<file path="src/rtl/alu_sequencer_if.sv">
// ---------------------------------------------------------------------------
// alu_sequencer_if
// Purpose : Bundles the command, ALU and response signals of the ALU
//           sequencer into one interface.
// Modports:
//   slave  - the sequencer itself (accepts commands, drives the ALU inputs,
//            presents responses)
//   master - the environment (offers commands, provides the ALU result,
//            consumes responses)
// Signals :
//   cmd_valid/cmd_ready/cmd_opcode/cmd_operand - command handshake
//   alu_a/alu_b/alu_opcode/alu_res             - external combinational ALU
//   rsp_valid/rsp_ready/rsp_data               - response handshake
//   cmd_count                                  - completed-command counter
//   busy                                       - sequencer not in IDLE
// Optional: ALU_SEQUENCER_FLAGS_EN adds rsp_zero / rsp_neg result flags.
// ---------------------------------------------------------------------------
interface alu_sequencer_if;
    logic        cmd_valid;
    logic        cmd_ready;
    logic [3:0]  cmd_opcode;
    logic [31:0] cmd_operand;
    logic [31:0] alu_a;
    logic [31:0] alu_b;
    logic [3:0]  alu_opcode;
    logic [31:0] alu_res;
    logic        rsp_valid;
    logic        rsp_ready;
    logic [31:0] rsp_data;
    logic [15:0] cmd_count;
    logic        busy;
`ifdef ALU_SEQUENCER_FLAGS_EN
    logic        rsp_zero;
    logic        rsp_neg;
`endif

    modport slave (
        input  cmd_valid, cmd_opcode, cmd_operand, alu_res, rsp_ready,
        output cmd_ready, alu_a, alu_b, alu_opcode, rsp_valid, rsp_data,
               cmd_count, busy
`ifdef ALU_SEQUENCER_FLAGS_EN
        , output rsp_zero, rsp_neg
`endif
    );

    modport master (
        output cmd_valid, cmd_opcode, cmd_operand, alu_res, rsp_ready,
        input  cmd_ready, alu_a, alu_b, alu_opcode, rsp_valid, rsp_data,
               cmd_count, busy
`ifdef ALU_SEQUENCER_FLAGS_EN
        , input rsp_zero, rsp_neg
`endif
    );
endinterface

</file>
<file path="src/rtl/alu_sequencer.sv">
// ---------------------------------------------------------------------------
// alu_sequencer
// Purpose : Three-state sequencer (IDLE -> EXEC -> RESP) that feeds an
//           external combinational ALU. A command latches opcode and B
//           operand, the ALU gets one full cycle to settle, then the result
//           is written into the accumulator (ALU A input) and held as the
//           response until the consumer takes it.
// Ports   :
//   clk  - rising-edge clock
//   rst  - synchronous active-high reset
//   bus  - alu_sequencer_if.slave (command, ALU and response signals)
// Optional: define ALU_SEQUENCER_FLAGS_EN to add rsp_zero / rsp_neg, which
//           are captured together with rsp_data.
// ---------------------------------------------------------------------------
module alu_sequencer (
    input  logic          clk,
    input  logic          rst,
    alu_sequencer_if.slave bus
);

    typedef enum logic [1:0] {
        IDLE = 2'd0,
        EXEC = 2'd1,
        RESP = 2'd2
    } stateT;

    stateT       r_state;
    stateT       w_nextState;
    logic [31:0] r_accum;
    logic [31:0] r_operand;
    logic [3:0]  r_opcode;
    logic [31:0] r_rspData;
    logic [15:0] r_cmdCount;
    logic        w_cmdReady;
    logic        w_cmdFire;
    logic        w_rspFire;
`ifdef ALU_SEQUENCER_FLAGS_EN
    logic        r_rspZero;
    logic        r_rspNeg;
`endif

    // cmd_ready is masked by rst so a handshake can never coincide with reset.
    assign w_cmdReady = (r_state == IDLE) && !rst;
    assign w_cmdFire  = bus.cmd_valid && w_cmdReady;
    assign w_rspFire  = (r_state == RESP) && bus.rsp_ready;

    assign bus.cmd_ready  = w_cmdReady;
    assign bus.alu_a      = r_accum;
    assign bus.alu_b      = r_operand;
    assign bus.alu_opcode = r_opcode;
    assign bus.rsp_valid  = (r_state == RESP);
    assign bus.rsp_data   = r_rspData;
    assign bus.cmd_count  = r_cmdCount;
    assign bus.busy       = (r_state != IDLE);
`ifdef ALU_SEQUENCER_FLAGS_EN
    assign bus.rsp_zero   = r_rspZero;
    assign bus.rsp_neg    = r_rspNeg;
`endif

    // State register.
    always_ff @(posedge clk) begin
        if (rst) begin
            r_state <= IDLE;
        end else begin
            r_state <= w_nextState;
        end
    end

    // Next-state logic: EXEC is always exactly one cycle; RESP waits for the
    // consumer, so it lasts one cycle when rsp_ready is already high.
    always_comb begin
        w_nextState = r_state;
        case (r_state)
            IDLE:    if (w_cmdFire) w_nextState = EXEC;
            EXEC:    w_nextState = RESP;
            RESP:    if (bus.rsp_ready) w_nextState = IDLE;
            default: w_nextState = IDLE;
        endcase
    end

    // Datapath registers. The accumulator and response only load at the end
    // of EXEC, so a reset during EXEC or RESP discards the command entirely.
    always_ff @(posedge clk) begin
        if (rst) begin
            r_accum    <= 32'h0;
            r_operand  <= 32'h0;
            r_opcode   <= 4'h0;
            r_rspData  <= 32'h0;
            r_cmdCount <= 16'h0;
`ifdef ALU_SEQUENCER_FLAGS_EN
            r_rspZero  <= 1'b0;
            r_rspNeg   <= 1'b0;
`endif
        end else begin
            if (w_cmdFire) begin
                r_opcode  <= bus.cmd_opcode;
                r_operand <= bus.cmd_operand;
            end
            if (r_state == EXEC) begin
                r_accum   <= bus.alu_res;
                r_rspData <= bus.alu_res;
`ifdef ALU_SEQUENCER_FLAGS_EN
                r_rspZero <= (bus.alu_res == 32'h0);
                r_rspNeg  <= bus.alu_res[31];
`endif
            end
            if (w_rspFire) begin
                r_cmdCount <= r_cmdCount + 16'h1;
            end
        end
    end

endmodule

</file>
<file path="src/flat_wrapper.sv">
// flat-port wrapper written by rule: the top's interface ports become plain ports
module alu_sequencer_flat 
  (clk, rst, bus_cmd_valid, bus_cmd_opcode, bus_cmd_operand, bus_alu_res, bus_rsp_ready, bus_cmd_ready, bus_alu_a, bus_alu_b, bus_alu_opcode, bus_rsp_valid, bus_rsp_data, bus_cmd_count, bus_busy);
  alu_sequencer_if bus_i ();
  input  logic clk;
  input  logic rst;
  input wire logic [$bits(bus_i.cmd_valid)-1:0] bus_cmd_valid;
  input wire logic [$bits(bus_i.cmd_opcode)-1:0] bus_cmd_opcode;
  input wire logic [$bits(bus_i.cmd_operand)-1:0] bus_cmd_operand;
  input wire logic [$bits(bus_i.alu_res)-1:0] bus_alu_res;
  input wire logic [$bits(bus_i.rsp_ready)-1:0] bus_rsp_ready;
  output wire logic [$bits(bus_i.cmd_ready)-1:0] bus_cmd_ready;
  output wire logic [$bits(bus_i.alu_a)-1:0] bus_alu_a;
  output wire logic [$bits(bus_i.alu_b)-1:0] bus_alu_b;
  output wire logic [$bits(bus_i.alu_opcode)-1:0] bus_alu_opcode;
  output wire logic [$bits(bus_i.rsp_valid)-1:0] bus_rsp_valid;
  output wire logic [$bits(bus_i.rsp_data)-1:0] bus_rsp_data;
  output wire logic [$bits(bus_i.cmd_count)-1:0] bus_cmd_count;
  output wire logic [$bits(bus_i.busy)-1:0] bus_busy;
  assign bus_i.cmd_valid = bus_cmd_valid;
  assign bus_i.cmd_opcode = bus_cmd_opcode;
  assign bus_i.cmd_operand = bus_cmd_operand;
  assign bus_i.alu_res = bus_alu_res;
  assign bus_i.rsp_ready = bus_rsp_ready;
  assign bus_cmd_ready = bus_i.cmd_ready;
  assign bus_alu_a = bus_i.alu_a;
  assign bus_alu_b = bus_i.alu_b;
  assign bus_alu_opcode = bus_i.alu_opcode;
  assign bus_rsp_valid = bus_i.rsp_valid;
  assign bus_rsp_data = bus_i.rsp_data;
  assign bus_cmd_count = bus_i.cmd_count;
  assign bus_busy = bus_i.busy;
  alu_sequencer u_core (.clk(clk), .rst(rst), .bus(bus_i));
endmodule
</file>
<file path="config.mk">
export PLATFORM = sky130hd
export DESIGN_NAME = alu_sequencer_flat
export DESIGN_NICKNAME = d
export VERILOG_FILES = /design/src/rtl/alu_sequencer_if.sv /design/src/rtl/alu_sequencer.sv /design/src/flat_wrapper.sv
export SDC_FILE = /design/constraint.sdc
export NUM_CORES = 1
export LEC_CHECK = 0
export ABC_AREA = 1
export CAP_MARGIN = 40
export CORE_ASPECT_RATIO = 1.75
export CORE_MARGIN = 2
export CORE_UTILIZATION = 39
export CTS_CLUSTER_SIZE = 28
export DETAILED_ROUTE_END_ITERATION = 16
export GPL_ROUTABILITY_DRIVEN = 0
export GPL_TIMING_DRIVEN = 1
export PLACE_DENSITY = 0.89
export SETUP_SLACK_MARGIN = 0.2
export SYNTH_ARGS = -nofsm -noshare
export SYNTH_HDL_FRONTEND = slang
export SYNTH_SLANG_ARGS = --single-unit
</file>
<file path="constraint.sdc">
create_clock -name clk -period 1.9 [get_ports clk]
set_input_delay 0.285 -clock clk [delete_from_list [all_inputs] [get_ports clk]]
set_output_delay 0.285 -clock clk [all_outputs]
set_load 0.005 [all_outputs]
</file>
==> results of run 1 <==
registers in the layout (all words and copies together) (netlist names):
signal and count:
u_core.bus.alu_b 32, u_core.bus.cmd_count 16, u_core.bus.rsp_data 32, u_core.bus.alu_opcode 4, u_core.r_state 2
worst max path at each step:
stage	startpoint	endpoint	slack [ns]	depth (start not counted)
floorplan	u_core.bus.cmd_count[0]	u_core.bus.cmd_count[8]	0.55	6
global placement	rst	bus_cmd_ready	0.20	3
CTS	u_core.r_state[1]	bus_rsp_valid	0.21	3
global route	u_core.bus.cmd_count[6]	bus_cmd_count[6]	0.23	1
finish	u_core.bus.cmd_count[6]	bus_cmd_count[6]	0.31	1
detailed placement	rst	bus_cmd_ready	0.18	3
cell type report:
cell class	instances	area, um2	area share
clock buffer	10	239	0.0430
clock inverter	6	45.0	0.00811
inverter	24	92.6	0.0167
multi-input combinational	308	1320	0.238
sequential	86	1720	0.310
tap	117	146	0.0264
timing repair buffer	199	1980	0.357
layer usage:
metal	GRT usage	share of wire	vias to the layer above
li1	-	-	1763
met1	0.227	0.36	1679
met2	0.383	0.54	121
met3	0.0731	0.064	25
met4	0.0970	0.032	0
met5	0	0	-
cell families (layout without fill, tap and decap cells):
family	after synthesis	after routing	share of synthesized area
adder cells (fa/ha/maj)	1	1	0.00359
AND/OR/NAND/NOR	264	264	0.312
XOR/XNOR	1	1	0.00251
buffers and inverters	77	239	0.128
AO/OA/AOI/OAI	42	42	0.0603
flip-flops	86	86	0.494
per-stage QoR:
stage	hold WS (ns)	power [mW]	area (um2)	setup WS, ns	utilization
global placement	0.449	2.75	5260	0.197	0.607
finish	0.461	4.37	5550	0.308	0.640
detailed placement	0.456	2.77	5260	0.175	0.607
CTS	0.464	4.41	5550	0.206	0.640
floorplan	0.354	2.29	3480	0.554	-
global route	0.483	4.56	5550	0.235	0.640
timing repair:
item / in CTS / in global routing
gates resized for setup: 2 / 3
endpoints found under the setup margin: 2 / 5
pin swaps: 0 / 0
cells in the mapped netlist:
library cell               number
sky130_fd_sc_hd__inv_1         21
sky130_fd_sc_hd__buf_2          8
sky130_fd_sc_hd__nor2_2         1
sky130_fd_sc_hd__nor2_4         1
sky130_fd_sc_hd__nand4_1        4
sky130_fd_sc_hd__clkbuf_1       7
sky130_fd_sc_hd__buf_1          3
sky130_fd_sc_hd__xor2_1         1
sky130_fd_sc_hd__nand2_1      110
sky130_fd_sc_hd__nand2_4        1
sky130_fd_sc_hd__o21ai_1        1
sky130_fd_sc_hd__nor3b_1        1
sky130_fd_sc_hd__inv_4          1
sky130_fd_sc_hd__o21ai_0       34
sky130_fd_sc_hd__nand3_1       49
sky130_fd_sc_hd__ha_1           1
sky130_fd_sc_hd__nor2_1        95
sky130_fd_sc_hd__dfxtp_1       86
sky130_fd_sc_hd__a21oi_1        7
sky130_fd_sc_hd__buf_6          3
sky130_fd_sc_hd__nor3_1         2
sky130_fd_sc_hd__buf_4         32
sky130_fd_sc_hd__inv_2          2
tightest hold or removal path: cells and delay by family, from the launching register on:
kind          cells  cell delay, ns
simple gates      2            0.11
flops             1            0.30
power groups by stage:
stage               Sequential (mW)  Clock [mW]  Combinational (mW)
floorplan                      2.03           0               0.260
global placement               2.03           0               0.721
detailed placement             2.04           0               0.738
CTS                            2.00        1.67               0.741
global route                   2.01        1.76               0.792
finish                         2.00        1.64               0.731
==> parameters.txt, run 1 <==
Parameter                              Value

Status
  Status    finished clean

Power and ir drop
  Cell Int Power    about 3.3 mW
  Net switching power    approximately 1.1 mW
  Peak supply drop    around 0.54 mV
  Leakage Power    around 2.3 nW
  Sw frac    0.243
  Logic gate share of total power    0.167
  P per Cell Area    around 790 nW/um2
  Share of total power in sequential cells    0.458
  Power share of the clock group    0.375

Drt
  Antenna-violating nets left    0
  Detailed router's first-iteration violation count    ~110
  Iteration count of the initial detailed-routing pass    4
  Routed length per placed instance    roughly 14 um
  Detailed-route via count    3588
  DRC violation count after routing    0
  Via density per instance    about 4.8
  WL final    around 10 mm

Worst hold path
  Worst min-delay path class    reg -> reg
  Worst hold path cell count    2
  Terminating pin of the worst hold path    u_core.bus.alu_b[0]
  Hold path start    u_core.bus.alu_b[0]

Run
  Count of maximum capacitance violations    0

Clocking
  Clock tree from TritonCTS    yes
  Clock latency reported for the late side of the worst-skew pair    roughly 0.33 ns
  Setup Fix Bufs, Post-CTS    0
  Clock transition at the registers of the reported paths    ~0.060 ns
  Maximum clock insertion buffer count    2
  Number of hold buffers added after CTS    0
  TritonCTS sink count    between 80 and 90
  Cts bufs inserted    9
  Root Buffer    sky130_fd_sc_hd__clkbuf_16
  CTS H-tree depth    3

Synthesis
  Count of synthesis-stage warnings from yosys    0
  Sequential-to-total area share from yosys stat    0.494
  Post-synth design cell area    around 3500 um2
  Library cell with the largest summed area after synthesis    sky130_fd_sc_hd__dfxtp_1
  Cells taking the most area after synthesis    sky130_fd_sc_hd__dfxtp_1, sky130_fd_sc_hd__nand2_1, sky130_fd_sc_hd__nor2_1
  Cells after Synth    around 470
  Syn_nets    between 500 and 600
  Post-synthesis cell type count    23
  Proportion of netlist area held by the largest area contributor    0.494
  Average cell area after synthesis    between 7 and 8 um2
  #FFs+latches synth    between 80 and 90

GRT
  Maximum number of pins on one net before global-route repair    60
  Global-route wire length before repair    roughly 16 mm
  Total global routing overflow    0
  Overall Global Routing Usage    0.218
  Antenna violations before repair    0
  Via count of the first global-routing pass    3370

Cells and area
  Area added between synthesis and finish    59.4%
  Final cell count without fillers    750
  Layout cells sized above 1    0.0553
  Final antenna diode count    0
  Most frequent cells in the layout    sky130_fd_sc_hd__clkdlybuf4s50_1, sky130_fd_sc_hd__nand2_1, sky130_fd_sc_hd__nor2_1
  Most common cell after layout, fill and taps aside    sky130_fd_sc_hd__clkdlybuf4s50_1
  Nets    701
  Count of fill cells added during filler insertion    approximately 730

Timing
  Number of failing setup endpoints in the final timing report    0
  Minimum period implied by the final worst setup slack    1.59 ns
  Pin slew with the least headroom to its limit    between 0.3 and 0.4 ns
  Maximum clock skew at final layout    0.00860 ns
  Final worst path period share    0.838
  Count of final hold-check violations    0
  Fmax    about 0.63 GHz
  Setup TNS    0 ns
  Unrepaired setup endpoints after global routing    no
  Max transition margin    0.771
  Count of pins over their slew limit    0

Floorplan
  Site Rows    45
  Overall die height    129 um
  Area inside the core boundary    a little under 9000 um2
  Width of the die    75.4 um
  I/O pin total    191
  Die footprint    between 9000 and 10000 um2
  Initial Util    0.402

Worst setup path
  Slowest stage cell, crit path    sky130_fd_sc_hd__clkdlybuf4s50_1
  Buffers plus inverters on the worst setup path    1
  Cells traversed along the worst timing path    clkdlybuf4s50_1
  Arrival time worst endpoint    around 1.3 ns
  Data required time at the worst endpoint    around 1.6 ns
  Worst setup EP type    output port
  Logic depth of the worst register-to-register path    6
  Setup crit start kind    register
  Max stage delay on crit path    0.54 ns
  CP delay by family, top    buffers and inverters
  Max Fanout on Critical Path    6
  Reg-to-reg critical path endpoint    u_core.bus.cmd_count[14]
  Worst Path Class, Setup    reg -> out
  Beginning of the worst register-to-register path    u_core.bus.cmd_count[0]
  FF-to-FF setup slack    around 0.43 ns

Placed design
  DP Cell Count    about 730
  DPL Wire Length    7.85 mm
  Buffers added on ports    190
Power figures use the tool's default switching activity.
==> inputs of run 2 (changes only) <==
clock period = 1.66 ns   (was 1.9 ns; I/O delays follow)
==> run 2 against run 1 <==
Net effect: largest power group unchanged; critical path depth unchanged; die area is the same; sequential power grew 14%; final area is 5.5% higher; clock-buffer cell count grew 1; flip-flop and latch count did not move; global-route usage down 0.28 points; largest cell class unchanged; worst hold slack got worse by 0.013 ns; combinational power up 14%; non-clock buffer count is 6 higher.
==> parameters.txt, run 2 (synthesis gave the netlist of run 1 again) <==
Parameter                              Value

Status
  Status    finished clean (unchanged)

Cells and area
  Layout cells sized above 1    0.127 (was 0.0553)
  Nets    707 (was 701)
  Most frequent cells in the layout    sky130_fd_sc_hd__clkdlybuf4s50_1, sky130_fd_sc_hd__nand2_1, sky130_fd_sc_hd__nor2_1 (unchanged)
  Final std cell area, no fill    5860 um2 (was 5550 um2)
  Final antenna diode count    0 (unchanged)
  Area occupied by registers    1790 um2 (was 1720 um2)
  Count of fill cells added during filler insertion    678 (was 729)
  Core utilization of the finished layout    0.676 (was 0.640)
  Most common cell after layout, fill and taps aside    sky130_fd_sc_hd__clkdlybuf4s50_1 (unchanged)
  Combined area of the multi-input logic cells    1330 um2 (was 1320 um2)
  Area added between synthesis and finish    68.2% (was 59.4%)

Timing
  Pin slew with the least headroom to its limit    0.352 ns (was 0.344 ns)
  Minimum period implied by the final worst setup slack    1.44 ns
  Setup TNS    0 ns (unchanged)
  Maximum clock skew at final layout    0.0103 ns (was 0.00860 ns)
  Count of pins over their slew limit    0 (unchanged)
  Count of final hold-check violations    0 (unchanged)
  Final-layout worst hold slack    0.449 ns (was 0.461 ns)
  Max transition margin    0.766 (was 0.771)
  Unrepaired setup endpoints after global routing    no (unchanged)
  Final worst path period share    0.870
  Number of failing setup endpoints in the final timing report    0 (unchanged)
  Fmax    0.692 GHz
  Min setup slack post-route    0.216 ns (was 0.308 ns)

Placed design
  Area after DPL    5320 um2 (was 5260 um2)
  Post-Place Worst Slack    -0.0223 ns (was 0.175 ns)
  Buffers added on ports    190 (unchanged)
  DPL Wire Length    7.85 mm (about the same)

Worst setup path
  Slowest stage cell, crit path    sky130_fd_sc_hd__clkdlybuf4s50_1 (unchanged)
  Data required time at the worst endpoint    1.41 ns (was 1.62 ns)
  CP delay by family, top    buffers and inverters (unchanged)
  Max Fanout on Critical Path    3 (was 6)
  Cells traversed along the worst timing path    clkdlybuf4s50_1 (unchanged)
  Worst setup EP type    output port (unchanged)
  Setup crit start kind    register (unchanged)
  Reg-to-reg critical path endpoint    u_core.bus.cmd_count[8] (was u_core.bus.cmd_count[14])
  Arrival time worst endpoint    1.20 ns (was 1.31 ns)
  Logic depth of the worst register-to-register path    7 (was 6)
  Worst Path Class, Setup    reg -> out (unchanged)
  Buffers plus inverters on the worst setup path    1 (unchanged)
  FF-to-FF setup slack    0.30 ns (was 0.43 ns)
  Max stage delay on crit path    0.52 ns (was 0.54 ns)
  Beginning of the worst register-to-register path    u_core.bus.cmd_count[0] (unchanged)

Clocking
  Cts bufs inserted    9 (unchanged)
  Clock transition at the registers of the reported paths    0.06 ns (about the same)
  CTS H-tree depth    3 (unchanged)
  TritonCTS sink count    86 (unchanged)
  Clock tree from TritonCTS    yes (unchanged)
  Clock latency reported for the late side of the worst-skew pair    0.33 ns (about the same)
  Maximum clock insertion buffer count    2 (unchanged)
  Root Buffer    sky130_fd_sc_hd__clkbuf_16 (unchanged)

Drt
  Antenna-violating nets left    0 (unchanged)
  Via density per instance    4.91 (was 4.78)
  DRC violation count after routing    0 (unchanged)
  Routed length per placed instance    14.5 um (was 13.9 um)
  Met3 wire len    625 um (was 668 um)
  WL final    10.9 mm (was 10.5 mm)
  Routed length on met2    5.96 mm (was 5.70 mm)
  Detailed router's first-iteration violation count    167 (was 106)
  Detailed-route wire length on metal 1    3.90 mm (was 3.76 mm)
  Iteration count of the initial detailed-routing pass    4 (unchanged)
  Highest routed layer    met4 (unchanged)
  Detailed-route via count    3707 (was 3588)

Floorplan
  I/O pin total    191 (unchanged)
  Die footprint    9730 um2 (unchanged)
  Area inside the core boundary    8670 um2 (unchanged)
  Width of the die    75.4 um (unchanged)
  Overall die height    129 um (unchanged)
  Initial Util    0.402 (unchanged)
  Site Rows    45 (unchanged)

Power and ir drop
  Logic gate share of total power    0.155 (was 0.167)
  Peak supply drop    0.790 mV (was 0.538 mV)
  Sw frac    0.218 (was 0.243)
  Cell Int Power    4.22 mW (was 3.31 mW)
  P per Cell Area    920 nW/um2 (was 786 nW/um2)
  Net switching power    1.18 mW (was 1.06 mW)
  Power share of the clock group    0.421 (was 0.375)
  Share of total power in sequential cells    0.425 (was 0.458)
  Leakage Power    3.30 nW (was 2.34 nW)

GRT
  Global-route wire length before repair    16.2 mm (unchanged)
  Overall Global Routing Usage    0.215 (was 0.218)
  Via count of the first global-routing pass    3554 (was 3370)
  Antenna violations before repair    0 (unchanged)
  Total global routing overflow    0 (unchanged)
  Maximum number of pins on one net before global-route repair    38 (was 60)

Run
  Count of maximum capacitance violations    0 (unchanged)

Worst hold path
  Worst hold path cell count    1 (was 2)
  Hold path start    u_core.bus.cmd_count[3] (was u_core.bus.alu_b[0])
  Terminating pin of the worst hold path    u_core.bus.cmd_count[3] (was u_core.bus.alu_b[0])
  Worst min-delay path class    reg -> reg (unchanged)
==> run 2: cell types whose count changed in the layout (fill, tap and decap cells not counted), sizes merged <==
cell / delta
clkdlybuf4s50: -63
dlymetal6s2s: +47
dlygate4sd2: +16
buf: +6
bufinv: +3
clkinvlp: -3
clkbuf: +1
clkinv: -1
inv: -1
==> run 2: how the worst max path moves through the flow <==
stage	from	end	slack [ns]	cells past startpoint
2_1_floorplan	u_core.bus.cmd_count[0]	u_core.bus.cmd_count[8]	0.31	6
3_3_place_gp	rst	u_core.bus.alu_b[4]	0.05	7
3_5_place_dp	rst	u_core.bus.alu_b[10]	-0.02	7
4_1_cts	u_core.bus.alu_b[29]	bus_alu_b[29]	0.20	1
5_1_grt	u_core.bus.rsp_data[20]	bus_alu_a[20]	0.20	1
6_report	u_core.bus.rsp_data[20]	bus_alu_a[20]	0.22	1
==> run 2: metal layers <==
| metal | vias up | GRT usage |
|---|---|---|
| li1 | 1782 | - |
| met1 | 1745 | 0.223 |
| met2 | 148 | 0.381 |
| met3 | 32 | 0.0560 |
| met4 | 0 | 0.114 |
| met5 | - | 0 |
==> run 2: final cells by class <==
class                           count  share of cell area
Inverter                           24              0.0162
Clock buffer                       11              0.0414
Multi-Input combinational cell    308               0.227
Sequential cell                    86               0.305
Tap cell                          117              0.0250
Timing Repair Buffer              205               0.369
Clock inverter                      4              0.0162
==> run 2: what timing repair did <==
item | CTS | global route
cloned | 0 | 0
setup endpoints to repair | 70 | 83
gates resized for setup | 58 | 59
setup buffers | 1 | 2
hold buffers | 0 | 0
pin swaps | 1 | 0
==> run 2: stage by stage <==
step | std cells | total power [mW]
6_report | 755 | 5.39
5_1_grt | 755 | 5.60
4_1_cts | 753 | 5.44
3_5_place_dp | 737 | 3.19
3_3_place_gp | 737 | 3.16
2_1_floorplan | 471 | 2.62
==> run 2: power groups by stage <==
| stage | clock [mW] | sequential, mW | combinational, mW |
|---|---|---|---|
| 6_report | 2.27 | 2.29 | 0.834 |
| 5_1_grt | 2.40 | 2.30 | 0.899 |
| 4_1_cts | 2.30 | 2.29 | 0.846 |
| 3_5_place_dp | 0 | 2.33 | 0.855 |
| 3_3_place_gp | 0 | 2.33 | 0.837 |
| 2_1_floorplan | 0 | 2.33 | 0.297 |
